--- src/rtl/museq_pkg.sv ---
// museq_pkg: shared encodings for the micro-sequencer (ns_ctl codes, condition selects, 4:1 mux selects, state width)
package museq_pkg;
  localparam int STATE_W = 6;
  localparam logic [2:0] NS_DECODE = 3'b000;
  localparam logic [2:0] NS_INC    = 3'b001;
  localparam logic [2:0] NS_JUMP   = 3'b010;
  localparam logic [2:0] NS_CBR    = 3'b011;
  localparam logic [2:0] NS_WAIT   = 3'b100;
  localparam logic [2:0] NS_FETCH  = 3'b101;
  localparam logic [2:0] NS_CALL   = 3'b110;
  localparam logic [2:0] NS_RET    = 3'b111;
  localparam logic [1:0] COND_MOC  = 2'd0;
  localparam logic [1:0] COND_PASS = 2'd1;
  localparam logic [1:0] COND_Z    = 2'd2;
  localparam logic [1:0] COND_N    = 2'd3;
  localparam logic [1:0] SEL_ENC   = 2'b00;
  localparam logic [1:0] SEL_INC   = 2'b01;
  localparam logic [1:0] SEL_CR    = 2'b10;
  localparam logic [1:0] SEL_D3    = 2'b11;
endpackage

--- src/rtl/museq_cond_eval.sv ---
// museq_cond_eval: selects one condition source and optionally inverts it; ports cond_in[3:0], cond_sel, cond_inv, cond (out)
module museq_cond_eval (
  input  logic [3:0] cond_in,
  input  logic [1:0] cond_sel,
  input  logic       cond_inv,
  output logic       cond
);
  always_comb cond = cond_in[cond_sel] ^ cond_inv;
endmodule

--- src/rtl/mux_2to1_6bits.sv ---
// mux_2to1_6bits: 6-bit 2:1 mux; ports d0, d1 (data), sel, y (out)
module mux_2to1_6bits (
  input  logic [5:0] d0,
  input  logic [5:0] d1,
  input  logic       sel,
  output logic [5:0] y
);
  always_comb y = sel ? d1 : d0;
endmodule

--- src/rtl/mux_4to1_6bits.sv ---
// mux_4to1_6bits: 6-bit 4:1 mux; ports d0..d3 (data), sel (2b), y (out)
module mux_4to1_6bits (
  input  logic [5:0] d0,
  input  logic [5:0] d1,
  input  logic [5:0] d2,
  input  logic [5:0] d3,
  input  logic [1:0] sel,
  output logic [5:0] y
);
  always_comb y = sel[1] ? (sel[0] ? d3 : d2) : (sel[0] ? d1 : d0);
endmodule

--- src/rtl/micro_sequencer.sv ---
// micro_sequencer: microprogram next-state controller with wait timeout.
// Ports: clk, reset_n (async active-low), ns_ctl, cr_addr, enc_addr, cond_in, cond_sel,
// cond_inv, stall -> state, mux4_sel, mux2_sel, fault (one-cycle timeout pulse).
// Define MUSEQ_CALL_EN to add single-level CALL/RET through a return register.
module micro_sequencer
  import museq_pkg::*;
#(
  parameter int          AW          = STATE_W,
  parameter logic [AW-1:0] RESET_STATE = 6'd0,
  parameter logic [AW-1:0] FETCH_STATE = 6'd1,
  parameter logic [AW-1:0] FAULT_STATE = 6'd63,
  parameter int          MAX_WAIT    = 15,
  parameter int          CNT_W       = 4
) (
  input  logic          clk,
  input  logic          reset_n,
  input  logic [2:0]    ns_ctl,
  input  logic [AW-1:0] cr_addr,
  input  logic [AW-1:0] enc_addr,
  input  logic [3:0]    cond_in,
  input  logic [1:0]    cond_sel,
  input  logic          cond_inv,
  input  logic          stall,
  output logic [AW-1:0] state,
  output logic [1:0]    mux4_sel,
  output logic          mux2_sel,
  output logic          fault
);
  logic [AW-1:0] state_q, state_d, inc_addr, d3_addr, mux4_y, mux2_y;
  logic [CNT_W-1:0] wait_cnt_q, wait_cnt_d;
  logic fault_q, fault_d, cond, hold, timeout;

  museq_cond_eval u_cond (.cond_in(cond_in), .cond_sel(cond_sel), .cond_inv(cond_inv), .cond(cond));

  assign inc_addr = state_q + 1'b1;

`ifdef MUSEQ_CALL_EN
  logic [AW-1:0] ret_q, ret_d;
  always_comb begin
    d3_addr = (ns_ctl == NS_RET) ? ret_q : FETCH_STATE;
    ret_d   = (!stall && ns_ctl == NS_CALL) ? inc_addr : ret_q;
  end
  always_ff @(posedge clk or negedge reset_n)
    if (!reset_n) ret_q <= RESET_STATE;
    else          ret_q <= ret_d;
`else
  assign d3_addr = FETCH_STATE;
`endif

  always_comb begin
    hold     = (ns_ctl == NS_WAIT) && !cond;
    mux2_sel = hold;
    mux4_sel = (ns_ctl == NS_DECODE) ? SEL_ENC :
               (ns_ctl == NS_JUMP)   ? SEL_CR  :
               (ns_ctl == NS_CBR)    ? (cond ? SEL_CR : SEL_INC) :
               (ns_ctl == NS_FETCH)  ? SEL_D3  :
`ifdef MUSEQ_CALL_EN
               (ns_ctl == NS_CALL)   ? SEL_CR  :
               (ns_ctl == NS_RET)    ? SEL_D3  :
`endif
               SEL_INC;
  end

  mux_4to1_6bits u_mux4 (.d0(enc_addr), .d1(inc_addr), .d2(cr_addr), .d3(d3_addr), .sel(mux4_sel), .y(mux4_y));
  mux_2to1_6bits u_mux2 (.d0(mux4_y), .d1(state_q), .sel(mux2_sel), .y(mux2_y));

  // Timeout overrides the hold path; a true condition already cleared hold, so cond wins.
  always_comb begin
    timeout    = hold && (wait_cnt_q == CNT_W'(MAX_WAIT - 1));
    state_d    = stall ? state_q : timeout ? FAULT_STATE : mux2_y;
    wait_cnt_d = stall ? wait_cnt_q : (hold && !timeout) ? wait_cnt_q + 1'b1 : '0;
    fault_d    = !stall && timeout;
  end

  always_ff @(posedge clk or negedge reset_n)
    if (!reset_n) begin
      state_q    <= RESET_STATE;
      wait_cnt_q <= '0;
      fault_q    <= 1'b0;
    end else begin
      state_q    <= state_d;
      wait_cnt_q <= wait_cnt_d;
      fault_q    <= fault_d;
    end

  assign state = state_q;
  assign fault = fault_q;

  ns_ctl_known: assert property (@(posedge clk) disable iff (!reset_n) !$isunknown(ns_ctl));
endmodule

--- config.mk ---
export PLATFORM = sky130hd
export DESIGN_NAME = micro_sequencer
export DESIGN_NICKNAME = d
export VERILOG_FILES = /design/src/rtl/museq_pkg.sv /design/src/rtl/museq_cond_eval.sv /design/src/rtl/mux_2to1_6bits.sv /design/src/rtl/mux_4to1_6bits.sv /design/src/rtl/micro_sequencer.sv
export SDC_FILE = /design/constraint.sdc
export NUM_CORES = 1
export LEC_CHECK = 0
export BUFFER_PORTS_ARGS = -buffer_cell sky130_fd_sc_hd__buf_2
export CELL_PAD_IN_SITES_DETAIL_PLACEMENT = 1
export CELL_PAD_IN_SITES_GLOBAL_PLACEMENT = 2
export CORE_AREA = 2 2 66 68
export CTS_BUF_LIST = sky130_fd_sc_hd__clkbuf_4 sky130_fd_sc_hd__clkbuf_8 sky130_fd_sc_hd__clkbuf_16
export CTS_CLUSTER_DIAMETER = 200
export DETAILED_ROUTE_END_ITERATION = 6
export DIE_AREA = 0 0 68 70
export GPL_ROUTABILITY_DRIVEN = 0
export PLACE_DENSITY_LB_ADDON = 0.1
export SLEW_MARGIN = 20
export SYNTH_ARGS = -nofsm -noshare
export SYNTH_HDL_FRONTEND = slang
export SYNTH_SLANG_ARGS = --single-unit
export TNS_END_PERCENT = 30
--- constraint.sdc ---
create_clock -name clk -period 1.6 [get_ports clk]
set_input_delay 0.16 -clock clk [delete_from_list [all_inputs] [get_ports clk]]
set_output_delay 0.16 -clock clk [all_outputs]
set_load 0.01 [all_outputs]
**Word-level counts from Yosys, hierarchy flattened**

Index checks and enable logic that the tools add are counted.

- Bitwise operators: 2
- Reductions and logical operators: 9
- Add/sub/neg operators: 2
- Equal/unequal tests: 6
- Multiplexer cells: 13
- Shift-type cells: 0
- Div/mod/pow operators: 0
- Multiply operators: 0
- Order comparisons: 1

Operators with widths:

| cell | count |
|---|---|
| 2-to-1 mux 6 bit | 5 |
| 2-to-1 mux 2 bit | 5 |
| adder 6 x 1 -> 6 bit (second input constant) | 1 |
| equality test 3 x 2 -> 1 bit (second input constant) | 2 |
| equality test 3 bit (second input constant) | 2 |
| adder 4 x 1 -> 4 bit (second input constant) | 1 |
| equality test 4 bit (second input constant) | 1 |
| logical AND 1 bit | 4 |
| 2-to-1 mux 4 bit | 1 |
| logical NOT 1 bit | 3 |
| logical NOT 3 bit | 1 |
| < comparator 2 x 3 -> 1 bit (second input constant) | 1 |
| binary-select mux 1 bit (select 2 bit) | 1 |
| != test 2 x 1 -> 1 bit (second input constant) | 1 |
| AND reduction 2 bit | 1 |
| 2-to-1 mux 1 bit | 1 |
| inverter 1 bit | 1 |
| bitwise XOR 1 bit | 1 |

- Input bits: 25
- Memory bits (read-only): 0
- RAM bits: 0
- Memories kept: 0
- Bits in latches: 0
- Register bits after elaboration: 11

**Longest topological paths before layout**

- Depth in word-level cells: 11
- Gate-level depth with buffers: 7

**Cells and area by module**

A second synthesis with hierarchy kept.

- Cell total of the unflattened synthesis: 88
- Area, all modules: 935.9 um2

Modules (own cells, without submodules):

| module | area each (um2) | cells an instance | sequential area each (um2) | instances |
|---|---|---|---|---|
| micro_sequencer | 656.9 | 72 | 275.3 | 1 |
| mux_4to1_6bits | 146.4 | 7 | 0.0 | 1 |
| mux_2to1_6bits | 101.3 | 7 | 0.0 | 1 |
| museq_cond_eval | 31.3 | 2 | 0.0 | 1 |

**Worst setup path after synthesis**

No wires, ideal clock.

- Path type: register to register
- Start: register state_q[0] (netlist: state[0])
- End: register state_q[2] (netlist: state[2])
- Clock period less this slack: 1700 ps
- Arrival: 1579 ps
- Setup slack: -100 ps
- Path buffers: 0
- Cell stages (with the launch flop): 7
- Required time: 1479 ps
- Path through: dfrtp_1 -> ha_1 -> xor2_1 -> a22o_1 -> a221oi_1 -> o21ai_0 -> o22a_1

- Longest elaborated chain between the ends: 5

RTL lines:

| item | line | source |
|---|---|---|
| from (decl) | micro_sequencer.sv:29 | `logic [AW-1:0] state_q, state_d, inc_addr, d3_addr, mux4_y, mux2_y;` |
| from (signal assigned) | micro_sequencer.sv:81 | `state_q <= state_d;` |
| adder 6 x 1 -> 6 bit | micro_sequencer.sv:35 | `assign inc_addr = state_q + 1'b1;` |
| 2-to-1 mux 6 bit (2 in series) | mux_4to1_6bits.sv:10 | `always_comb y = sel[1] ? (sel[0] ? d3 : d2) : (sel[0] ? d1 : d0);` |
| 2-to-1 mux 6 bit | mux_2to1_6bits.sv:8 | `always_comb y = sel ? d1 : d0;` |
| 2-to-1 mux 6 bit | micro_sequencer.sv:70 | `state_d = stall ? state_q : timeout ? FAULT_STATE : mux2_y;` |

Every way passes these cells. The select of a mux whose other input is x is not followed.
A chain may end at the register's enable or synchronous reset.

**Final worst setup path**

- Start: input cond_sel[0]
- End: output mux2_sel

- Longest elaborated chain between the ends: 5

RTL lines:

| item | line | source |
|---|---|---|
| from (decl) | micro_sequencer.sv:21 | `input logic [1:0] cond_sel,` |
| binary-select mux 1 bit (select 2 bit) | museq_cond_eval.sv:8 | `always_comb cond = cond_in[cond_sel] ^ cond_inv;` |
| 2-to-1 mux 1 bit (implied by the code) | museq_cond_eval.sv:8 |  |
| bitwise XOR 1 bit | museq_cond_eval.sv:8 |  |
| logical NOT 1 bit | micro_sequencer.sv:51 | `hold = (ns_ctl == NS_WAIT) && !cond;` |
| logical AND 1 bit | micro_sequencer.sv:51 |  |
| to (decl) | micro_sequencer.sv:26 | `output logic mux2_sel,` |

Every way passes these cells. The select of a mux whose other input is x is not followed.

==> out/metrics.yaml <==
drc: 0
rsz0062_at_grt: "yes"
cp_slowest_stage_delay_ns: 0.52
numCtsBuffers: 3
io_pins: 35
fmax_mhz: 604.2
finalMaxSlewViolations: 0
final_area_um2: 1465
min_path_type: "input port to flop"
vias: 1047
final_common_cell: "buf_2"
cpLargestDelayFamily: "multiplexers"
rows: 24
yosysWarnings: 0
fillers: 517
dpl_cell_area_um2: 1256
n_antenna_cell: 0
final.setup_skew_ns: 0.001074
clkTransAtPathRegs_ns: 0.05
ctsRootBufferMaster: "clkbuf_8"
die_area_um2: 4760
grt_pass1_wl_um: 5264
slew-limit-headroom_pct: 67.72
synth_top_area_share_pct: 29.73
postSynthAreaPerCell_um2: 8.267
grt_pass1_vias: 1106
maxCapViolCount: 0
io_buffers: 34
violations: "setup timing"
tightest_slew_ns: 0.4831
fp.dieH_um: 70
grt_max_degree: 15
cts_tree: "yes"
synth_cell_type_count: 41
status: "complete, but fails checks"
path_buf_inv: 3
finalHoldViolCount: 0
synthToLayoutAreaGrowth_pct: 58.24
clk_latency_ns: 0.24
dp_slack_ns: -0.2239
wire_per_inst_um: 14.96
yosysSeqAreaShare_pct: 29.73
layout_common_cells: "32 x buf_2, 16 x buf_4, 15 x nor2_1"
start_kind: "input port"
synth_top_area_cell: "dfrtp_1"
overflow: 0
dp_hpwl_um: 2507
fp.dieW_um: 68
viasPerCell: 4.893
crit_path_frequent_cell: "buf_6"
initial_core_util_pct: 22.34
first_iter_violations: 25
clock-sinks: 11
async_flop_share_pct: 100.0
setup_viol: 3
wl_um: 3202
crit_type: "input port to primary output"
syn_area_um2: 925.9
synth_area_leaders: "dfrtp_1 30%, nor2_1 6.1%, a21oi_1 4.9%, xor2_1 4.7%, ha_1 4.1%"
drtPass1Iterations: 4
holdWs_ns: 0.1712
htree_levels: 1
worstPathArrival_ns: 1.49
synth_cells: 112
critPathSlowestCell: "mux4_2"
antenna_found_initial: 0
ys_ff_latch: 11
syn_nets: 140
grt_usage_pct: 14.52
final_layout_size_suffix_gt1_share_pct: 48.77
setup_tns_ns: -0.07860
crit_chain: "buf_6, mux4_2, buf_6, xnor2_4, and2_4, buf_6"
leakage_nw: 0.6384
irDropWorstVdd_mv: 0.3700
multiInputGateArea_um2: 732.0
required_ns: 1.44
final_util_pct: 35.36
worst_slack_ns: -0.05495
synth_ff_type: "dfrtp_1"
seq_area_um2: 276.5
fin_nets: 191
cts_buffer_depth: 2
cp_max_fo: 7
fin_crit_ns: 1.655
core_area_um2: 4144
pwr_density_cell_nw_per_um2: 893.9
drtAntennaViolNets: 0
post-route-period-util_pct: 103.4
end_kind: "primary output"
synth_edf_count: 0
## Yosys cell counts, types with 2 or more instances
cell type / count
nor2_1: 15
dfrtp_1: 11
a21oi_1: 9
nand2_1: 8
nand3_1: 5
o21ai_0: 5
xor2_1: 5
a211oi_1: 4
a31oi_1: 4
a21o_1: 3
buf_2: 3
ha_1: 3
nor2b_1: 3
nor3b_1: 3
a2111oi_1: 2
a221oi_1: 2
inv_1: 2
o221ai_1: 2
## per-stage QoR
step / total power [W] / cells
global route: 0.001425 / 214
global placement: 0.0009090 / 206
finish: 0.001310 / 214
CTS: 0.001309 / 215
detailed placement: 0.0009209 / 206
floorplan: 0.0006691 / 112
## what timing repair did
item	CTS	global route
resized for setup	9	13
hold endpoints to repair	11	0
hold buffers	1	0
buffers inserted	5	0
endpoints found under the setup margin	4	13
cloned	0	0
pin swaps	5	7
## power by group
part | switching, W | leakage, nW | total (W) | internal (W)
combinational | 0.000316 | 0.477 | 0.000629 | 0.000313
clock | 0.000108 | 0.0262 | 0.000300 | 0.000192
sequential | 0.0000604 | 0.136 | 0.000381 | 0.000320
total | 0.000484 | 0.638 | 0.00131 | 0.000826
## layout make-up
cell class / count / area share, %
multi-input cells: 92 / 49.96
flip-flops and latches: 11 / 18.87
well taps: 52 / 4.441
clock buffers: 4 / 3.330
inverters: 2 / 0.5124
repair buffers: 53 / 22.89
## state kept, by name, indices dropped and copies added (netlist names)
| signal | count |
|---|---|
| state | 6 |
| wait_cnt_q | 4 |
| fault | 1 |
## cell families after synthesis
kind of cell    synth area share, %
buf+inv                       5.270
xor+xnor                      6.487
compound gates                28.11
mux                           2.432
flops                         29.73
fa+ha+maj                     4.054
simple gates                  23.92
## final timing paths
check	slack (ns)	start	cells past startpoint	endpoint
min in group asynchronous	0.34	reset_n	2	state[5]$_DFFE_PN0P_
max reg2reg	-0.01	state[0]$_DFFE_PN0P_	6	state[2]$_DFFE_PN0P_
min	0.17	cr_addr[1]	3	state[1]$_DFFE_PN0P_
min reg2reg	0.56	wait_cnt_q[1]$_DFFE_PN0N_	2	wait_cnt_q[1]$_DFFE_PN0N_
max in group asynchronous	1.03	reset_n	2	state[0]$_DFFE_PN0P_
max	-0.05	cond_sel[0]	6	mux2_sel
## worst register-to-register path: cells and delay by family (launching register included)
kind,cells,cell delay [ns]
compound gates,4,0.75
fa+ha+maj,1,0.17
xor+xnor,1,0.16
flops,1,0.42
## per-layer routing
| metal | up-vias | GRT usage, % | share of wire (%) |
|---|---|---|---|
| met5 | - | 0 | 0 |
| met4 | 0 | 0.6667 | 0.25 |
| met3 | 2 | 3.865 | 3.0 |
| met2 | 17 | 25.89 | 54 |
| met1 | 514 | 18.01 | 43 |
| li1 | 514 | - | - |
Power figures use the tool's default switching activity.
